`config.mk`:
```
export PLATFORM = sky130hd
export DESIGN_NAME = counter_sweep_ctrl
export DESIGN_NICKNAME = d
export VERILOG_FILES = /design/src/rtl/counter_pkg.sv /design/src/rtl/counter_sweep_ctrl.sv
export SDC_FILE = /design/constraint.sdc
export NUM_CORES = 1
export LEC_CHECK = 0
export BUFFER_PORTS_ARGS = -buffer_cell sky130_fd_sc_hd__buf_2
export CAP_MARGIN = 20
export CORE_MARGIN = 5
export CORE_UTILIZATION = 45
export DETAILED_ROUTE_END_ITERATION = 6
export GPL_TIMING_DRIVEN = 0
export HOLD_SLACK_MARGIN = 0.05
export PLACE_DENSITY_LB_ADDON = 0.12
export SYNTH_ARGS = -nofsm -noshare
export SYNTH_HDL_FRONTEND = slang
export SYNTH_SLANG_ARGS = --single-unit
```
`constraint.sdc`:
```
create_clock -name clk -period 3.38 [get_ports clk]
set_input_delay 0.169 -clock clk [delete_from_list [all_inputs] [get_ports clk]]
set_output_delay 0.169 -clock clk [all_outputs]
set_load 0.1 [all_outputs]
```
`src/rtl/counter_pkg.sv`:
```
// counter_pkg: shared definitions for the up/down counter and its sweep controller.
package counter_pkg;

    // Default width of the team's loadable up/down counter.
    localparam int unsigned CNT_W = 4;

    typedef enum logic [1:0] {
        StIdle,
        StLoad,
        StRun,
        StDone
    } sweep_state_e;

    // Steps needed to walk from 'from' to 'to' in the given direction, modulo 2^width.
    function automatic int unsigned mod_dist(input int unsigned from, input int unsigned to,
                                             input logic up, input int unsigned width);
        int unsigned mask;
        mask = (width >= 32) ? 32'hffff_ffff : ((32'd1 << width) - 32'd1);
        return (up ? (to - from) : (from - to)) & mask;
    endfunction

endpackage

```
`src/rtl/counter_sweep_ctrl.sv`:
```
// counter_sweep_ctrl: drives an up/down loadable counter through repeated start->end sweeps.
// Optional feature: define SWEEP_BOUNCE_EN to add the 'bounce' input (return leg to start_val).
module counter_sweep_ctrl
    import counter_pkg::*;
#(
    parameter int unsigned N     = CNT_W,
    parameter int unsigned REP_W = 4
) (
    input  logic             clk,
    input  logic             res,
    input  logic             start,
    input  logic [N-1:0]     start_val,
    input  logic [N-1:0]     end_val,
    input  logic             dir,
    input  logic [REP_W-1:0] reps,
`ifdef SWEEP_BOUNCE_EN
    input  logic             bounce,
`endif
    input  logic             abort,
    input  logic [N-1:0]     count_in,
    output logic             cnt_en,
    output logic             cnt_up_down,
    output logic             cnt_load,
    output logic [N-1:0]     cnt_set,
    output logic             busy,
    output logic             done,
    output logic [REP_W-1:0] pass_cnt
);

    sweep_state_e     state_q, state_d;
    logic [N-1:0]     start_q, end_q;
    logic             dir_q;
    logic [REP_W-1:0] reps_q;
    logic             bounce_q;
    logic [REP_W-1:0] pass_q, pass_d;
    logic             leg_q, leg_d;     // 1 while on the return leg of a bounce pass
    logic             cfg_load;
    logic             bounce_in;
    logic [N-1:0]     target;
    logic             at_target;
    logic [REP_W:0]   pass_inc;
    logic [REP_W:0]   reps_eff;
    logic             last_pass;

`ifdef SWEEP_BOUNCE_EN
    assign bounce_in = bounce;
`else
    assign bounce_in = 1'b0;
`endif

    assign target    = leg_q ? start_q : end_q;
    assign at_target = (count_in == target);
    assign pass_inc  = {1'b0, pass_q} + (REP_W + 1)'(1);
    // A programmed repetition count of zero still runs one pass.
    assign reps_eff  = (reps_q == '0) ? (REP_W + 1)'(1) : {1'b0, reps_q};
    assign last_pass = (pass_inc >= reps_eff);
    assign pass_cnt  = pass_q;

    // Next-state and counter-control decode; abort gates enable/load combinationally.
    always_comb begin
        state_d     = state_q;
        pass_d      = pass_q;
        leg_d       = leg_q;
        cfg_load    = 1'b0;
        cnt_en      = 1'b0;
        cnt_load    = 1'b0;
        cnt_set     = '0;
        cnt_up_down = 1'b0;
        busy        = 1'b0;
        done        = 1'b0;
        unique case (state_q)
            StIdle: begin
                if (start && !abort) begin
                    cfg_load = 1'b1;
                    pass_d   = '0;
                    state_d  = StLoad;
                end
            end
            StLoad: begin
                busy        = 1'b1;
                cnt_load    = !abort;
                cnt_set     = start_q;
                cnt_up_down = dir_q;
                leg_d       = 1'b0;
                state_d     = StRun;
            end
            StRun: begin
                busy        = 1'b1;
                cnt_up_down = dir_q ^ leg_q;
                cnt_en      = !at_target && !abort;
                if (at_target) begin
                    // A zero-length bounce has no return leg to walk.
                    if (bounce_q && !leg_q && (start_q != end_q)) begin
                        leg_d = 1'b1;
                    end else begin
                        pass_d  = pass_q + REP_W'(1);
                        state_d = last_pass ? StDone : StLoad;
                    end
                end
            end
            StDone: begin
                done    = 1'b1;
                state_d = StIdle;
            end
            default: state_d = StIdle;
        endcase
        if (abort && (state_q != StIdle)) begin
            state_d = StIdle;
            pass_d  = pass_q;
            leg_d   = leg_q;
        end
    end

    // State, pass counter and latched sweep configuration.
    always_ff @(posedge clk) begin
        if (res) begin
            state_q  <= StIdle;
            pass_q   <= '0;
            leg_q    <= 1'b0;
            start_q  <= '0;
            end_q    <= '0;
            dir_q    <= 1'b0;
            reps_q   <= '0;
            bounce_q <= 1'b0;
        end else begin
            state_q <= state_d;
            pass_q  <= pass_d;
            leg_q   <= leg_d;
            if (cfg_load) begin
                start_q  <= start_val;
                end_q    <= end_val;
                dir_q    <= dir;
                reps_q   <= reps;
                bounce_q <= bounce_in;
            end
        end
    end

endmodule
```
==> results, run 1 <==
- The ratio of final minimum period to clock period is 67.32%.
- The synthesized netlist devotes approximately 22% of its cell area to compound gates.
- At the worst endpoint, the arrival time is 2.11 ns.
- For this run, the number of Yosys warnings is 0.
- The primary flip-flop cell chosen by synthesis mapping is sky130_fd_sc_hd__dfxtp_1.
- The number of buffers added to fix hold violations after cts is 0.
- Summed over all cells, the static leakage comes to roughly 0.62 nW.
- The clock tree from TritonCTS is yes.
- After clock tree synthesis, the clock-pin slew on the worst setup and hold paths is 0.11 ns.
- The switching share of total power is around 44%.
- The maximum vdd ir drop is 0.4820 mV.
- The worst setup path is of the register to output pin kind.
- The worst setup path is captured at an output pin.
- The multiplexer area fraction after synthesis is less than 1%.
- The number of buffers created by CTS is 3.
- The share of the Yosys chip area taken by registers is 34.35%.
- CTS placed an instance of sky130_fd_sc_hd__clkbuf_4 at the clock tree root.
- The share of total power dissipated in combinational logic is 43.5%.
- The worst pin sits at a relative slew slack of approximately two thirds.
- The post-detailed-route DRC marker count is 0.
- Synthesis handed over a netlist of 130 instances.
- The synthesized net count is 160.
- The max-slew violation total from the final report is 0.
- The number of clock sinks seen by CTS is 19.
- Between clock sinks in the finished design, the worst skew comes to about 0.0077 ns.
- The total of endpoints with negative setup slack in the final report is 0.
- The highest clock frequency the design can meet is roughly 440 MHz.
- The initial antenna violation count is 0.
- The worst setup slack after layout is 1.104 ns.
- Cells with a size suffix above 1 make up 25.30% of the layout.
- The instance count after placement with tap cells included is around 190.
- For this configuration, the core starts out at a cell density of 45.95%.
- The number of ports placed on the die boundary is 34.
- The first global-routing pass estimated 4146 um of wire.
- The power density over the cells is about 500 nW/um^2.
- The post-CTS resize count is 0.
- Of the total synthesized cell area, the portion taken by full adders, half adders and majority gates is 10.17%.
- Cells fill a little under three fifths of the core in the end.
- With fillers left out, the area of the finished cells amounts to 1331 um^2.
- The worst path needs approximately 2.3 ns of the cycle, external delays included.
- Data on the critical path is required at its endpoint by 3.21 ns.
- The synthesized design contains 0 enable-type register cells.
- The final layout contains routed wiring with a total length of between 2000 and 2500 um.
- The final cell count without fillers is just under 200.
- The min-delay analysis places its worst path in the category input pin to register.
- The sequential group share of total power is 39.1%.
- Timing analysis after detailed placement gives a worst setup slack of 1.440 ns.
- The share of async-settable or async-resettable flops after synthesis is 0%.
- Entering global routing, the biggest net connects 11 pins.
- The floorplan die width is between 50 and 60 um.
- Per report_power, the clock group accounts for 17.4% of the total.
- The internal cell power is ~0.37 mW.
- The via count of the first global-routing pass is 952.
- In the final timing run, aggregate negative setup slack is 0 ns.
- STA classifies the critical path startpoint as a register.
- The count of standard-cell rows is 18.
- The area fraction in and, or, nand and nor cells after synthesis is 23.28%.
- The worst-case clock buffer depth is 2.
- The average footprint of a synthesized cell is ~8.5 um^2.
- In the final routed layout, each cell accounts on average for 12.33 um.
- The run finished with clean final reports.
- Buffers added to address setup during post-CTS repair amount to 0.
- The netlist uses 36 different library cells.
- The layout overhead on the synthesized area is 20.23%.
- The clock network latency to the later pin of the worst-skew pair is 0.30 ns.
- The port buffer count is 32.
- At the pin with the least slew margin, the transition time is around 0.49 ns.
- The vias per cell is 5.168.
- The die covers 3553 um^2.
- In the final design database the tool counted 197 nets.
- The count of antenna diodes in the layout is 0.
- The area after detailed placement is between 1000 and 1500 um^2.
- The xor-xnor portion of the synthesized cell area is 4.746%.
- In this run the remaining antenna-violating nets after routing total 0.
- Max-cap violations in this run came to 0.
- For this design the total switching power over the nets is approximately 0.3 mW.
- The global placer's final weighted congestion is 0.8014.
- In this run the number of H-tree levels came out at 1.
- After synthesis, the largest family of logic cells by area is simple AND/OR/NAND/NOR gates.
- Summing every instance area after synthesis gives ~1100 um^2.
- The overall via count from detail_route is about 1000.
- Setup repair after global routing left no endpoint under its margin.
- The final hold violation count is 0.
- The floorplan step defined a core boundary enclosing 2410 um^2.
- The total congestion overflow is 0.
- Measured along the y axis, the die boundary spans 59.61 um.
- Of all nets on the critical path, the largest fanout is 9.
- The first-pass detailed-route iteration total is 4.
- The initial DRC count is 34.
- Synthesis inferred 19 register bits.
- Global routing used about 15% of the available tracks across all layers.
- The HPWL after detailed placement is 1930 um.
- For flop-to-flop paths, the worst setup slack is 1.40 ns.
cell usage after synthesis (3+ instances only):
cell | instances | area share, %
sky130_fd_sc_hd__nand2_1 | 29 | 9.8
sky130_fd_sc_hd__dfxtp_1 | 19 | 34
sky130_fd_sc_hd__a21oi_1 | 15 | 6.8
sky130_fd_sc_hd__ha_1 | 9 | 10
sky130_fd_sc_hd__inv_1 | 7 | 2.4
sky130_fd_sc_hd__and2_1 | 6 | 3.4
sky130_fd_sc_hd__xor2_1 | 5 | 4.0
sky130_fd_sc_hd__a21boi_0 | 3 | 2.0
sky130_fd_sc_hd__clkbuf_1 | 3 | 1.0
sky130_fd_sc_hd__nor2b_1 | 3 | 1.7
sky130_fd_sc_hd__o21ba_1 | 3 | 2.7
cell type report:
cell class | instances | area (um^2)
Clock buffer | 4 | 26.28
Sequential cell | 19 | 380.4
Tap cell | 30 | 37.54
Timing Repair Buffer | 32 | 160.2
Multi-Input combinational cell | 99 | 680.7
Fill cell | 256 | 1079
Inverter | 7 | 26.28
Buffer | 5 | 20.02
path summary, 6_finish.rpt:
| path | cells after the start | from | endpoint |
|---|---|---|---|
| max reg2reg | 6 | state_q[1] | pass_cnt[1] |
| max | 5 | state_q[1] | cnt_en |
| min | 3 | reps[0] | reps_q[0] |
| min reg2reg | 2 | start_q[3] | start_q[3] |
cell usage in the layout, fill, tap and decap left out, types with 2 or more instances in the layout:
cell	count
sky130_fd_sc_hd__inv_1	7
sky130_fd_sc_hd__nor2b_1	3
sky130_fd_sc_hd__nand2_1	29
sky130_fd_sc_hd__clkbuf_1	4
sky130_fd_sc_hd__dfxtp_1	19
sky130_fd_sc_hd__o21ba_1	3
sky130_fd_sc_hd__nand2b_1	2
sky130_fd_sc_hd__a21boi_0	3
sky130_fd_sc_hd__a21oi_1	15
sky130_fd_sc_hd__xor2_1	5
sky130_fd_sc_hd__and4_1	2
sky130_fd_sc_hd__and2_1	6
sky130_fd_sc_hd__buf_2	33
sky130_fd_sc_hd__nor3_1	2
sky130_fd_sc_hd__ha_1	9
sky130_fd_sc_hd__clkbuf_4	3
critical path, stage by stage (launching register included):
cell and delay, ns:
sky130_fd_sc_hd__dfxtp_1 0.47, sky130_fd_sc_hd__ha_1 0.19, sky130_fd_sc_hd__clkbuf_1 0.38, sky130_fd_sc_hd__inv_1 0.12, sky130_fd_sc_hd__nor3_1 0.19, sky130_fd_sc_hd__buf_2 0.45
through the flow:
step / total power [mW] / hold WS [ns]
CTS: 0.6777 / 0.07884
floorplan: 0.5034 / 0.3050
global placement: 0.5508 / 0.4102
detailed placement: 0.5566 / 0.4152
global route: 0.7103 / 0.08047
finish: 0.6679 / 0.08740
power groups by stage:
stage | clock network [mW] | registers (mW) | logic, mW
after floorplan | 0 | 0.262 | 0.241
after global placement | 0 | 0.266 | 0.285
after detailed placement | 0 | 0.266 | 0.290
after CTS | 0.125 | 0.261 | 0.292
after global routing | 0.130 | 0.265 | 0.316
final | 0.116 | 0.261 | 0.291
state kept, by name (all words and copies together) (netlist names):
register	count
end_q	4
state_q	2
pass_cnt	4
start_q	4
reps_q	4
dir_q	1
layer usage:
metal	global-route usage, %	vias up	part of all wire [%]
met4	7.595	0	2.0
met3	2.397	5	7.1
met1	19.58	460	44
met5	0	-	0
li1	-	518	-
met2	25.43	30	46
logic make-up after synthesis:
logic type | after synthesis
adder cells (fa/ha/maj) | 9
buffers and inverters | 12
AO/OA/AOI/OAI | 33
AND/OR/NAND/NOR | 50
flip-flops | 19
multiplexers | 1
XOR/XNOR | 6
(Power assumes the default switching activity.)
==> run 2, diff against run 1 <==
==> constraint.sdc (replaced) <==
create_clock -name clk -period 2.05 [get_ports clk]
set_input_delay 0.1025 -clock clk [delete_from_list [all_inputs] [get_ports clk]]
set_output_delay 0.1025 -clock clk [all_outputs]
set_load 0.1 [all_outputs]
==> run 2 against run 1 <==
Highest routed layer unchanged. Utilization rose by 6.0 points. Die area did not move. Cell count rose by 6.1%.
==> results, run 2 (synthesis results as in run 1) <==
- The run finished with clean final reports.
- The remaining max-slew budget at the tightest pin is 65.67%.
- The post-placement worst setup slack is about 0.16 ns.
- The count of standard-cell rows is 18.
- For this configuration, the core starts out at a cell density of 45.95%.
- The H-tree depth reported by CTS is 1.
- In the final layout, the share of cells above drive strength 1 is 28.09%.
- The clock edge transition at the registers on the reported setup and hold paths is about 0.11 ns.
- The number of cells on the worst reg-to-reg path is 6.
- The total of endpoints with negative setup slack in the final report is 0.
- The power density over the cells is 768.7 nW/um^2.
- The wire length per cell after detailed routing is 13.45 um.
- The count of fill cells added during filler insertion is 225.
- For this run the aggregate overflow at the end of global routing stands at 0.
- Clock tree synthesis selected as its root buffer the cell sky130_fd_sc_hd__clkbuf_4.
- The number of ports placed on the die boundary is 34.
- The maximum vdd ir drop is 0.4993 mV.
- The count of antenna diodes in the layout is 0.
- In this run the power spent charging and discharging nets is 0.5047 mW.
- The overall via count from detail_route is 1067.
- At the pin with the least slew margin, the transition time is 0.5112 ns.
- During placement, the flow inserted port buffers numbering 32.
- The internal cell power is 0.6302 mW.
- The count of antenna-violating nets left after detailed routing is 0.
- The die boundary height is 59.61 um.
- The final critical delay including setup and external delays is approximately 1.8 ns.
- The initial DRC count is 9.
- Counting buffers and inverters, the worst setup path is 4 cells deep.
- The reg-to-reg endpoint is pass_cnt[0].
- The sequential group share of total power is between 30 and 40%.
- For this run, the detailed router's first-pass iteration total came to 4.
- The library cell used most frequently in the layout, excluding fill and tap cells, is sky130_fd_sc_hd__buf_2.
- In this run the most critical hold path is launched from abort.
- Combinational logic burns 44.9% of the power.
- The largest stage delay on the critical path is 0.56 ns.
- The floorplan die width is 59.61 um.
- Using the TritonRoute via totals, the vias-per-cell ratio works out to 5.130.
- Net switching is 44.47% of the power.
- The signal on the critical path passes through xor2_1 -> nor4_4 -> nor3_2 -> buf_4.
- Dividing the final minimum period by the clock period gives about nine tenths.
- TritonCTS built the clock tree.
- For this run, design rule violations remaining after detail routing come to 0.
- The number of buffers created by CTS is 3.
- The worst setup skew after layout is 0.003766 ns.
- The path class of the tightest hold or removal check is input pin to register.
- The power consumption is 1.135 mW.
- After floorplanning, the core was sized to cover 2410 um^2.
- The sum of buffers and inverters on the critical path is 1.
- The wire-length estimate of the detail-placed layout is 1957 um.
- The top cell types in the final layout, fill and taps aside, are sky130_fd_sc_hd__buf_2 (32), sky130_fd_sc_hd__nand2_1 (29), sky130_fd_sc_hd__dfxtp_1 (16).
- The instance count after placement with tap cells included is 192.
- The critical path starts at end_q[3].
- The max-slew violation total from the final report is 0.
- The highest clock frequency the design can meet is 545.6 MHz.
- The final hold slack is 0.1655 ns.
- The cell with the biggest individual delay on the critical path is sky130_fd_sc_hd__nor4_4.
- Counting every sink on the clock net gives 19.
- Max-cap violations in this run came to 0.
- The die covers between 3000 and 4000 um^2.
- Setup repair after global routing left no endpoint under its margin.
- Compared with the post-synthesis result, the final layout area differs by 33.33%.
- The clock passes through at most 2 buffers.
- STA classifies the critical path startpoint as a register.
- The data required time at the worst endpoint is 1.95 ns.
- STA classifies the critical path endpoint as an output pin.
- The cell family contributing the most delay on the critical path is simple AND/OR/NAND/NOR gates.
- The final hold violation count is 0.
- The worst setup slack after layout is ~0.22 ns.
- For this design the static power due to leakage is 0.6800 nW.
- The maximum fanout along the worst path is 7.
- Entering global routing, the biggest net connects 12 pins.
- The via count of the first global-routing pass was around 1100.
- The clock network burns ~17% of the power.
- The global-route wire length before repair is 4719 um.
- The critical register-to-register path startpoint is state_q[1].
- The slack of the worst reg-to-reg path is 0.33 ns.
- For this run, the share of the core covered by cells in the final layout is 61.27%.
- The final layout net count is 209.
- The final cell count without fillers is 208.
- Across every metal layer, demand over resource in global routing totals 17.58%.
- The critical path class is register to output pin.
- The critical path ends at cnt_en.
- At the worst endpoint, the arrival time is 1.73 ns.
- The global placer's final weighted congestion is between 0.8 and 0.9.
- The initial antenna violation count is 0.
- The clock network latency to the later pin of the worst-skew pair is 0.30 ns.
- The wire length after detailed routing is roughly 2800 um.
[run 2: changes by cell type in the layout (fill, tap and decap cells not counted), moves of 2 or more]
cell	before	now
sky130_fd_sc_hd__clkbuf_1	4	2
sky130_fd_sc_hd__dfxtp_1	19	16
sky130_fd_sc_hd__dfxtp_2	0	3
sky130_fd_sc_hd__dlygate4sd3_1	0	13
[run 2: repair_timing]
action,CTS,global route
hold buffers,13,0
endpoints found under the hold margin,13,0
resized for setup,1,1
setup endpoints to repair,1,1
setup buffers,0,0
cloned,0,0
pin swaps,0,0
[run 2: stage by stage]
step,instance area (um^2),TNS [ns]
floorplan,1120,-0.2017
global placement,1318,0
detailed placement,1318,0
CTS,1474,0
global route,1476,0
finish,1476,0
[run 2: tightest hold or removal path, delay by kind of cell]
| kind | cells | cell delay, ns |
|---|---|---|
| buffers and inverters | 1 | 0.16 |
| and+or+nand+nor | 1 | 0.04 |
| AOI/OAI and AO/OA | 1 | 0.13 |
[run 2: worst min path at each step]
| stage | to | slack, ns | cells after the start |
|---|---|---|---|
| floorplan | dir_q | 0.24 | 2 |
| global placement | reps_q[1] | 0.34 | 3 |
| detailed placement | start_q[2] | 0.35 | 3 |
| CTS | state_q[0] | 0.16 | 3 |
| global route | state_q[0] | 0.17 | 3 |
| finish | state_q[0] | 0.17 | 3 |
[run 2: layout make-up]
| type | count | area (um^2) | share of cell area [%] |
|---|---|---|---|
| multi-input cells | 99 | 691.9 | 46.86 |
| flip-flops and latches | 19 | 384.1 | 26.02 |
| repair buffers | 45 | 292.8 | 19.83 |
| well taps | 30 | 37.54 | 2.542 |
| inverters | 7 | 26.28 | 1.780 |
| clock buffers | 3 | 22.52 | 1.525 |
| plain buffers | 4 | 16.27 | 1.102 |
| clock inverters | 1 | 5.005 | 0.3390 |
[run 2: power groups by stage]
| stage | registers [mW] | clock network (mW) | logic (mW) |
|---|---|---|---|
| finish | 0.431 | 0.194 | 0.510 |
| global route | 0.437 | 0.213 | 0.553 |
| CTS | 0.431 | 0.202 | 0.509 |
| detailed placement | 0.440 | 0 | 0.487 |
| global placement | 0.437 | 0 | 0.474 |
| floorplan | 0.433 | 0 | 0.401 |
[run 2: metal layers]
metal  global-route usage [%]  share of wire (%)  vias to the layer above
met5                        0                  0                        -
met1                    21.16                 41                      491
met3                    2.614                5.4                        5
met4                    5.696                1.5                        0
li1                         -                  -                      542
met2                    31.67                 52                       29
==> run 3, diff against run 2 <==
--- a/config.mk
+++ b/config.mk
@@ -8,7 +8,7 @@
 export BUFFER_PORTS_ARGS = -buffer_cell sky130_fd_sc_hd__buf_2
 export CAP_MARGIN = 20
 export CORE_MARGIN = 5
-export CORE_UTILIZATION = 45
+export CORE_UTILIZATION = 35
 export DETAILED_ROUTE_END_ITERATION = 6
 export GPL_TIMING_DRIVEN = 0
 export HOLD_SLACK_MARGIN = 0.05
==> run 3 against run 2 <==
Utilization is 12 points lower. Routed wire length decreased by 3.1%. Cell count rose by 6.7%. Combinational power fell by 1%. Critical endpoint unchanged.
==> results, run 3 (synthesis results as in run 1) <==
- The run finished with clean final reports.
- Along the worst path, the maximum fanout reaches 9.
- The core box area is 3053 um^2.
- After legalization and detailed placement, the total HPWL measured ~2000 um.
- The count of standard-cell rows is 20.
- The count of antenna-violating nets left after detailed routing is 0.
- Before CTS, the worst setup slack after placement is 0.1738 ns.
- On the critical path, the stage with the largest delay is an instance of sky130_fd_sc_hd__dfxtp_1.
- The cell count along the critical path is 4.
- The post-layout instance area is 1491 um^2.
- The layout overhead on the synthesized area is 34.69%.
- The first routing iteration left 28 violations.
- In the final layout, flip-flops and latches occupy 384.1 um^2.
- The port buffer count is 32.
- The die boundary height is between 60 and 70 um.
- The remaining max-slew budget at the tightest pin is 67.42%.
- The final standard cell utilization of the core is between 40 and 50%.
- The die covers 4388 um^2.
- Setup repair after global routing left no endpoint under its margin.
- The wire length per cell after detailed routing is 12.21 um.
- The number of clock sinks seen by CTS is 19.
- The type of destination of the critical path is an output pin.
- In the final layout, the multi-input gates occupy 689.4 um^2.
- The worst setup skew after layout is 0.002557 ns.
- The sum of negative setup slack is 0 ns.
- The final critical delay including setup and external delays is 1.870 ns.
- The number of ports placed on the die boundary is 34.
- In this run the cell area measured after placement is ~1300 um^2.
- The final cell count without fillers is 222.
- The share of post-route cells with drive strength above 1 is 27.53%.
- The worst setup path is launched from a register.
- The worst min-delay path category is input pin to register.
- For this configuration, the core starts out at a cell density of 36.27%.
- After clock tree synthesis, the setup repair step added 0 buffers.
- In the routed design, unresolved DRC markers number 0.
- The number of buffers created by CTS is 3.
- The tightest hold path in the finished design has a slack of 0.1794 ns.
- The initial antenna violation count is 0.
- The final layout net count is 209.
- Grouping stages by cell kind, the critical path spends the most delay in flip-flops.
- For this run the aggregate overflow at the end of global routing stands at 0.
- The sum of buffers and inverters on the critical path is 2.
- The maximum vdd ir drop is 0.3547 mV.
- For this run, the detailed router's first-pass iteration total came to 4.
- The count of antenna diodes in the layout is 0.
- Counting along the longest clock path gives a buffer depth of 2.
- The worst register-to-register path has a depth of 5.
- The wire length after detailed routing is about 2700 um.
- The global placer's final weighted congestion is between 0.7 and 0.8.
- STA puts the critical path data required time at 1.95 ns.
- The first global-routing pass estimated 4416 um of wire.
- The design draws 1.124 mW.
- Walking the worst path, the cells encountered are ha_1 -> inv_1 -> nor3_2 -> buf_4.
- The worst setup slack after layout is 0.1801 ns.
- Setup violations remaining at the end of the flow were counted as 0.
- Entering global routing, the biggest net connects 12 pins.
- After layout, the worst path uses 91.22% of the clock period.
- Across every metal layer, demand over resource in global routing totals between 10% and 20%.
- Timing would allow up to between 500 and 600 MHz.
- Data on the critical path arrives at its endpoint at between 1.5 and 2 ns.
- The instance count after placement with tap cells included is 206.
- The max-slew violation total from the final report came to 0.
- For this design the static power due to leakage is 0.6816 nW.
- The critical path class is register to output pin.
- The die is around 66 um wide.
- The clock tree from TritonCTS is yes.
- Along the worst hold path, the cell count comes to 3.
- Counting the fill cells in the layout gives 328.
- The root buffer cell is sky130_fd_sc_hd__clkbuf_4.
- The final hold violation count was 0.
- The max-capacitance violation count is 0.
- After clock tree synthesis, the clock-pin slew on the worst setup and hold paths is 0.11 ns.
- The routed layout has 1047 vias.
- The clock network latency to the later pin of the worst-skew pair is 0.29 ns.
- The library cells used most frequently in the layout, excluding fill and tap cells, are sky130_fd_sc_hd__buf_2 (32), sky130_fd_sc_hd__nand2_1 (29), sky130_fd_sc_hd__dfxtp_1 (16).
- The H-tree depth reported by CTS is 1.
- The via count of the first global-routing pass was 1016.
- The vias per cell is 4.716.
- The transition time of the tightest slew-check pin is 0.4921 ns.
- For this run, the slowest stage of the critical path takes 0.45 ns.
- For this design the ratio of total power to cell area is around 750 nW/um^2.
- Leaving out fill and tap cells, the most frequent cell in the layout is sky130_fd_sc_hd__buf_2.
[run 3: changes by cell type in the layout (fill, tap and decap cells not counted)]
cell	previous run	this run
sky130_fd_sc_hd__ha_1	8	9
sky130_fd_sc_hd__ha_2	1	0
[run 3: routing by layer]
metal | global-route usage (%) | vias up | part of all wire, %
met5 | 0 | - | 0
met4 | 3.807 | 0 | 0.77
met3 | 2.891 | 2 | 5.6
met2 | 23.67 | 20 | 51
met1 | 14.59 | 480 | 42
li1 | - | 545 | -
[run 3: power breakdown]
part	internal, mW	switching [mW]	total (mW)
registers	0.403	0.0298	0.433
clock network	0.0725	0.116	0.188
logic	0.154	0.349	0.503
total	0.629	0.495	1.12
[run 3: layout make-up]
cell class | count | area share, %
tap | 44 | 3.691
timing repair buffer | 45 | 19.63
buffer | 4 | 1.091
inverter | 7 | 1.762
clock inverter | 1 | 0.3356
clock buffer | 3 | 1.510
sequential | 19 | 25.76
multi-input combinational | 99 | 46.22
[run 3: path summary, 6_finish.rpt]
check | from | to | slack, ns
worst min register to register | dir_q | dir_q | 0.46
worst max register to register | state_q[1] | pass_cnt[0] | 0.25
worst max-delay path | state_q[1] | cnt_en | 0.18
worst min-delay path | abort | state_q[0] | 0.18
[run 3: repair_timing]
action                     4_1_cts  5_1_grt
pin swaps                        0        0
gates resized for setup          1        0
setup endpoints to repair        1        3
hold buffers                    13        0
hold endpoints to repair        13        0
gates cloned                     0        0
[run 3: tightest hold or removal path, delay by kind of cell]
family	cells	cell delay, ns
simple gates	1	0.04
compound gates	1	0.13
buf+inv	1	0.17
